**config.mk**
```make
export PLATFORM = sky130hd
export DESIGN_NAME = rv32m_muldiv_unit_flat
export DESIGN_NICKNAME = d
export VERILOG_FILES = /design/src/rtl/rv32m_muldiv_unit_pkg.sv /design/src/rtl/rv32m_muldiv_unit_if.sv /design/src/rtl/rv32m_muldiv_unit.sv /design/src/flat_wrapper.sv
export SDC_FILE = /design/constraint.sdc
export NUM_CORES = 1
export LEC_CHECK = 0
export CORE_ASPECT_RATIO = 1.25
export CORE_UTILIZATION = 56
export DETAILED_ROUTE_END_ITERATION = 10
export PLACE_DENSITY = 0.91
export SLEW_MARGIN = 30
export SYNTH_ARGS = -nofsm -noshare
export SYNTH_HDL_FRONTEND = slang
export SYNTH_SLANG_ARGS = --single-unit
```
**constraint.sdc**
```tcl
create_clock -name clk -period 5.73 [get_ports clk]
set_input_delay 1.719 -clock clk [delete_from_list [all_inputs] [get_ports clk]]
set_output_delay 1.719 -clock clk [all_outputs]
set_load 0.02 [all_outputs]
```
**src/rtl/rv32m_muldiv_unit_pkg.sv**
```systemverilog
// Shared encodings for the iterative RV32M multiply/divide unit:
// funct3 opcodes, FSM states and default widths.
package muldiv_pkg;

    localparam int XLEN_DEF  = 32;
    localparam int CNT_W_DEF = 6;

    typedef enum logic [2:0] {
        F3_MUL    = 3'b000,
        F3_MULH   = 3'b001,
        F3_MULHSU = 3'b010,
        F3_MULHU  = 3'b011,
        F3_DIV    = 3'b100,
        F3_DIVU   = 3'b101,
        F3_REM    = 3'b110,
        F3_REMU   = 3'b111
    } funct3_e;

    typedef enum logic [1:0] {
        IDLE = 2'd0,
        CALC = 2'd1,
        FIX  = 2'd2,
        DONE = 2'd3
    } state_e;

endpackage

```
**src/rtl/rv32m_muldiv_unit_if.sv**
```systemverilog
// Request/response bundle between the ID/EX register, hazard unit and the
// multiply/divide unit.
interface rv32m_muldiv_unit_if #(
    parameter int XLEN = 32
);
    logic            start;
    logic            flush;
    logic [2:0]      funct3;
    logic [XLEN-1:0] rs1_val;
    logic [XLEN-1:0] rs2_val;
    logic            busy;
    logic            done;
    logic [XLEN-1:0] result;

    modport master (
        output start, flush, funct3, rs1_val, rs2_val,
        input  busy, done, result
    );

    modport slave (
        input  start, flush, funct3, rs1_val, rs2_val,
        output busy, done, result
    );
endinterface

```
**src/rtl/rv32m_muldiv_unit.sv**
```systemverilog
// Iterative RV32M unit: radix-2 shift-add multiply and restoring divide on
// operand magnitudes, followed by one sign-fix cycle.
module rv32m_muldiv_unit
    import muldiv_pkg::*;
#(
    parameter int XLEN  = XLEN_DEF,
    parameter int CNT_W = CNT_W_DEF
) (
    input  logic              clk,
    input  logic              rst,
    rv32m_muldiv_unit_if.slave bus
);

    state_e              state, state_nxt;
    funct3_e             op;
    logic                negate;
    logic [XLEN-1:0]     b_mag;
    logic [2*XLEN-1:0]   acc;
    logic [CNT_W-1:0]    cnt;
    logic [XLEN-1:0]     result_q;

    // Launch-time decode of the incoming request
    funct3_e         f3_in;
    logic            a_signed, b_signed, sa, sb;
    logic            div_zero, div_ovf, special, can_launch;
    logic [XLEN-1:0] a_mag_in, b_mag_in, special_val;

    assign f3_in    = funct3_e'(bus.funct3);
    assign a_signed = f3_in inside {F3_MULH, F3_MULHSU, F3_DIV, F3_REM};
    assign b_signed = f3_in inside {F3_MULH, F3_DIV, F3_REM};
    assign sa       = a_signed & bus.rs1_val[XLEN-1];
    assign sb       = b_signed & bus.rs2_val[XLEN-1];
    assign a_mag_in = sa ? -bus.rs1_val : bus.rs1_val;
    assign b_mag_in = sb ? -bus.rs2_val : bus.rs2_val;

    assign div_zero = bus.funct3[2] && (bus.rs2_val == '0);
    assign div_ovf  = (f3_in inside {F3_DIV, F3_REM})
                   && (bus.rs1_val == {1'b1, {(XLEN-1){1'b0}}})
                   && (bus.rs2_val == '1);
    assign special  = div_zero || div_ovf;

    // funct3[1] separates REM/REMU from DIV/DIVU; overflow quotient equals rs1
    assign special_val = bus.funct3[1] ? (div_zero ? bus.rs1_val : '0)
                                       : (div_zero ? '1 : bus.rs1_val);

    assign can_launch = (state == IDLE || state == DONE) && bus.start && !bus.flush;

    // One radix-2 step: acc is {hi, lo} for multiply, {remainder, quotient} for divide
    logic [XLEN:0]     mul_sum, div_shift, div_diff;
    logic              div_ge;
    logic [2*XLEN-1:0] step_acc;

    always_comb begin
        mul_sum   = {1'b0, acc[2*XLEN-1:XLEN]} + (acc[0] ? {1'b0, b_mag} : '0);
        div_shift = {acc[2*XLEN-1:XLEN], acc[XLEN-1]};
        div_diff  = div_shift - {1'b0, b_mag};
        div_ge    = ~div_diff[XLEN];
        if (op[2])
            step_acc = {(div_ge ? div_diff[XLEN-1:0] : div_shift[XLEN-1:0]),
                        acc[XLEN-2:0], div_ge};
        else
            step_acc = {mul_sum, acc[XLEN-1:1]};
    end

    logic [2*XLEN-1:0] prod;
    logic [XLEN-1:0]   div_val, fix_val;

    always_comb begin
        prod    = negate ? -acc : acc;
        div_val = op[1] ? acc[2*XLEN-1:XLEN] : acc[XLEN-1:0];
        if (op[2])
            fix_val = negate ? -div_val : div_val;
        else if (op == F3_MUL)
            fix_val = prod[XLEN-1:0];
        else
            fix_val = prod[2*XLEN-1:XLEN];
    end

    always_ff @(posedge clk or posedge rst) begin
        if (rst) state <= IDLE;
        else     state <= state_nxt;
    end

    // NOTE: next-state defaults to the current state before the case so every path assigns it and no latch is inferred.
    always_comb begin
        state_nxt = state;
        case (state)
            IDLE, DONE: begin
                if (can_launch) state_nxt = special ? DONE : CALC;
                else            state_nxt = IDLE;
            end
            CALC: begin
                if (bus.flush)                         state_nxt = IDLE;
                else if (cnt == CNT_W'(XLEN-1))        state_nxt = FIX;
            end
            FIX: state_nxt = bus.flush ? IDLE : DONE;
            default: state_nxt = IDLE;
        endcase
    end

    // NOTE: sequential state uses non-blocking assignments so all registers update from the same pre-edge values.
    always_ff @(posedge clk or posedge rst) begin
        if (rst) begin
            op       <= F3_MUL;
            negate   <= 1'b0;
            b_mag    <= '0;
            acc      <= '0;
            cnt      <= '0;
            result_q <= '0;
        end else begin
            case (state)
                IDLE, DONE: begin
                    if (can_launch) begin
                        op     <= f3_in;
                        negate <= (f3_in inside {F3_REM, F3_REMU}) ? sa : (sa ^ sb);
                        b_mag  <= b_mag_in;
                        acc    <= {{XLEN{1'b0}}, a_mag_in};
                        cnt    <= '0;
                        if (special) result_q <= special_val;
                    end
                end
                CALC: begin
                    if (!bus.flush) begin
                        acc <= step_acc;
                        cnt <= cnt + 1'b1;
                    end
                end
                FIX: begin
                    if (!bus.flush) result_q <= fix_val;
                end
                default: ;
            endcase
        end
    end

    assign bus.busy   = (state == CALC) || (state == FIX);
    assign bus.done   = (state == DONE);
    assign bus.result = result_q;

endmodule
```
**src/flat_wrapper.sv**
```systemverilog
// flat-port wrapper written by rule: the top's interface ports become plain ports
module rv32m_muldiv_unit_flat import muldiv_pkg::*;
#(
    parameter int XLEN  = XLEN_DEF,
    parameter int CNT_W = CNT_W_DEF
)
  (clk, rst, bus_start, bus_flush, bus_funct3, bus_rs1_val, bus_rs2_val, bus_busy, bus_done, bus_result);
  rv32m_muldiv_unit_if #(.XLEN(XLEN)) bus_i ();
  input  logic clk;
  input  logic rst;
  input wire logic [$bits(bus_i.start)-1:0] bus_start;
  input wire logic [$bits(bus_i.flush)-1:0] bus_flush;
  input wire logic [$bits(bus_i.funct3)-1:0] bus_funct3;
  input wire logic [$bits(bus_i.rs1_val)-1:0] bus_rs1_val;
  input wire logic [$bits(bus_i.rs2_val)-1:0] bus_rs2_val;
  output wire logic [$bits(bus_i.busy)-1:0] bus_busy;
  output wire logic [$bits(bus_i.done)-1:0] bus_done;
  output wire logic [$bits(bus_i.result)-1:0] bus_result;
  assign bus_i.start = bus_start;
  assign bus_i.flush = bus_flush;
  assign bus_i.funct3 = bus_funct3;
  assign bus_i.rs1_val = bus_rs1_val;
  assign bus_i.rs2_val = bus_rs2_val;
  assign bus_busy = bus_i.busy;
  assign bus_done = bus_i.done;
  assign bus_result = bus_i.result;
  rv32m_muldiv_unit #(.XLEN(XLEN), .CNT_W(CNT_W)) u_core (.clk(clk), .rst(rst), .bus(bus_i));
endmodule
```
==> results.json <==
{
  "finalCriticalPeriod_ns": 4.79,
  "synth.yosys.seq_area_share_pct": 22.5,
  "required_ns": 6.12,
  "yosysTopAreaCell": "dfrtp_1",
  "p_int_mw": 3.69,
  "async_reset_ff_share_pct": 100,
  "grt.total_usage_pct": 40.4,
  "place_congestion": 1.00,
  "synth_ff_type": "dfrtp_1",
  "p_leak_nw": 7.28,
  "die_h_um": 188,
  "timing.final.crit_share_pct": 83.6,
  "whs_ns": 0.476,
  "drcViolationCount": 0,
  "r2r_cells": 13,
  "timing.max_cap.violations": 0,
  "ios": 105,
  "yosys.area.top_type_share_pct": 22.5,
  "pwr-share-comb_pct": 58.3,
  "grt_pass1_wl_mm": 88.3,
  "yosysUniqueCellTypes": 74,
  "ys_top_cells_by_area": "dfrtp_1 (23%), o21ai_0 (7.1%), xnor2_1 (6.2%)",
  "fp.dieW_um": 151,
  "numCtsBuffers": 17,
  "powerDensity_nw_per_um2": 429,
  "row_count": 67,
  "stdcell_count": 2468,
  "crit_type": "in -> reg",
  "cts_root_buf": "clkbuf_16",
  "htree_levels": 4,
  "cp_max_fo": 20,
  "cts_resized": 0,
  "ant_nets": 0,
  "worstReg2RegStart": "u_core.acc[31]$_DFFE_PP0P_",
  "clock_skew_ns": 0.0138,
  "holdPathStages": 2,
  "ys_ff_latch": 140,
  "grt_pass1_vias": 16200,
  "vias_per_cell": 6.84,
  "cts_tree": "yes",
  "holdPathEnd": "u_core.bus.result[22]$_DFFE_PP0P_",
  "r2r_setup_slack_ns": 1.30,
  "antenna_found_initial": 4,
  "synth_edf_count": 0,
  "worstHoldStart": "u_core.bus.result[22]$_DFFE_PP0P_",
  "dp_hpwl_mm": 40.9,
  "worstSetupStartpointType": "input pin",
  "timing.rr.end": "u_core.acc[57]$_DFFE_PP0P_",
  "initial_core_util_pct": 57.5,
  "synth_fp_nets": 2251,
  "hold_violations": 0,
  "power_frac_clock_pct": 15.5,
  "end_kind": "flip-flop",
  "timing.critical_path.from": "bus_rs2_val[14]",
  "synth_area_um2": 15600,
  "dpl_worst_slack_ns": 0.568,
  "clk_latency_ns": 0.45,
  "finalMaxSlewViolations": 0,
  "post_cts_buffers": 0,
  "tightestPinTransition_ns": 0.971,
  "layout_commonest_cell": "nand2_1",
  "nets": 2255,
  "drive_gt1_share_pct": 5.09,
  "p_sw_share_pct": 50.6,
  "max_freq_mhz": 209,
  "critPathArrivalTime_ns": 5.18,
  "placedCellCount": 2434,
  "gr-total-overflow": 0,
  "grt_max_degree": 94,
  "mostFrequentLayoutCells": "nand2_1 (242), o21ai_0 (221), nor2_1 (166)",
  "clockBufferDepth": 2,
  "routed_wl_mm": 56.6,
  "cts.sinks": 140,
  "areaGrowthSynthToFinish_pct": 11.6,
  "routedWlPerCell_um": 22.9,
  "holdBufCountCts": 0,
  "irDropWorstVdd_mv": 0.176,
  "vias": 16900,
  "avgSynthCellArea_um2": 7.40,
  "drt_iter0_markers": 1756,
  "hp-class": "reg -> reg",
  "status": "finished, final reports clean",
  "place.port_buffers": 104,
  "coreArea_um2": 27100,
  "synth_warnings": 0,
  "cts.clk_slew.worst_paths_ns": 0.06,
  "relSlewSlack_pct": 35.3,
  "tns_ns": 0,
  "setup_viol": 0,
  "synth_cells": 2105,
  "stdcell_area_um2": 17400,
  "p_sw_mw": 3.77,
  "place_area_um2": 16700,
  "finalWorstSetupSlack_ns": 0.939,
  "dieArea_um2": 28500,
  "dr.pass1.iters": 6,
  "rsz0062_at_grt": "false",
  "seq_power_share_pct": 26.2
}
## routing by layer
layer  vias up  wire length (um)  GRT usage (%)
li1       7639                 -              -
met5         -                39              0
met4         4              4710           30.2
met1      7835             20300           46.7
met3       313              5640           10.4
met2      1099             25900           63.8
## power by group through the flow
stage	Clock (mW)	Combinational (mW)	Sequential, mW
2_1_floorplan	0	3.33	1.57
3_3_place_gp	0	4.06	1.91
3_5_place_dp	0	4.17	1.92
4_1_cts	1.16	4.20	1.90
5_1_grt	1.20	4.74	1.98
6_report	1.16	4.35	1.96
## per-stage QoR
step	util, %	total power, mW
detailed placement	61.8	6.09
floorplan	-	4.90
global route	64.2	7.93
global placement	61.8	5.97
finish	64.2	7.46
CTS	64.0	7.26
## final cells by class
type,instances,area (um2)
clock inverter,14,156
tap,345,432
antenna,1,2.50
sequential,140,3510
clock buffer,18,439
timing repair buffer,140,1360
fill,2360,9700
inverter,85,324
multi-input combinational,1725,11200
## cell families (layout without fill, tap and decap cells)
kind of cell | after synthesis | after routing | synth area share, %
buffers and inverters | 240 | 257 | 5.98
multiplexers | 94 | 94 | 6.09
adder cells (fa/ha/maj) | 93 | 93 | 7.28
other | 0 | 1 | 0
AO/OA/AOI/OAI | 644 | 644 | 25.6
flip-flops | 140 | 140 | 22.5
AND/OR/NAND/NOR | 696 | 696 | 21.4
XOR/XNOR | 198 | 198 | 11.1
## worst max-delay path by stage
stage / to / slack (ns) / cells after the start
2_1_floorplan: u_core.acc[0]$_DFFE_PP0P_ / 0.26 / 1
3_3_place_gp: u_core.bus.result[31]$_DFFE_PP0P_ / 0.60 / 12
5_1_grt: u_core.bus.result[31]$_DFFE_PP0P_ / 0.70 / 12
3_5_place_dp: u_core.bus.result[31]$_DFFE_PP0P_ / 0.57 / 12
4_1_cts: u_core.bus.result[31]$_DFFE_PP0P_ / 1.02 / 12
6_report: u_core.bus.result[31]$_DFFE_PP0P_ / 0.94 / 12
## synth_stat cells (24+ instances only)
| master | n |
|---|---|
| nand4_1 | 25 |
| nor4_1 | 24 |
| nand2_1 | 242 |
| dfrtp_1 | 140 |
| xnor2_1 | 110 |
| a21oi_1 | 150 |
| or4_1 | 24 |
| mux2i_1 | 88 |
| o31ai_1 | 36 |
| nor3_1 | 55 |
| xor2_1 | 88 |
| o21ai_0 | 221 |
| nor2_1 | 167 |
| ha_1 | 73 |
| clkbuf_1 | 131 |
| inv_1 | 84 |
| a21o_1 | 31 |
| nand3_1 | 42 |
| a31oi_1 | 32 |
## flip-flops by register name, indices dropped and copies added (netlist names)
register	cells
u_core.acc	64
u_core.b_mag	32
u_core.bus.result	32
u_core.cnt	6
u_core.op	3
u_core.state	2
u_core.negate	1
## critical path, stage by stage
cell and delay [ns]:
clkdlybuf4s50_1 0.47, or4_1 0.60, or4_1 0.49, nor4_2 0.27, buf_4 0.22, and3_1 0.16, buf_4 0.32, a21oi_1 0.08
a21oi_1 0.20, o22ai_1 0.19, a221oi_1 0.26, mux2_2 0.20
Note: power is estimated with default switching activity, not from simulation.
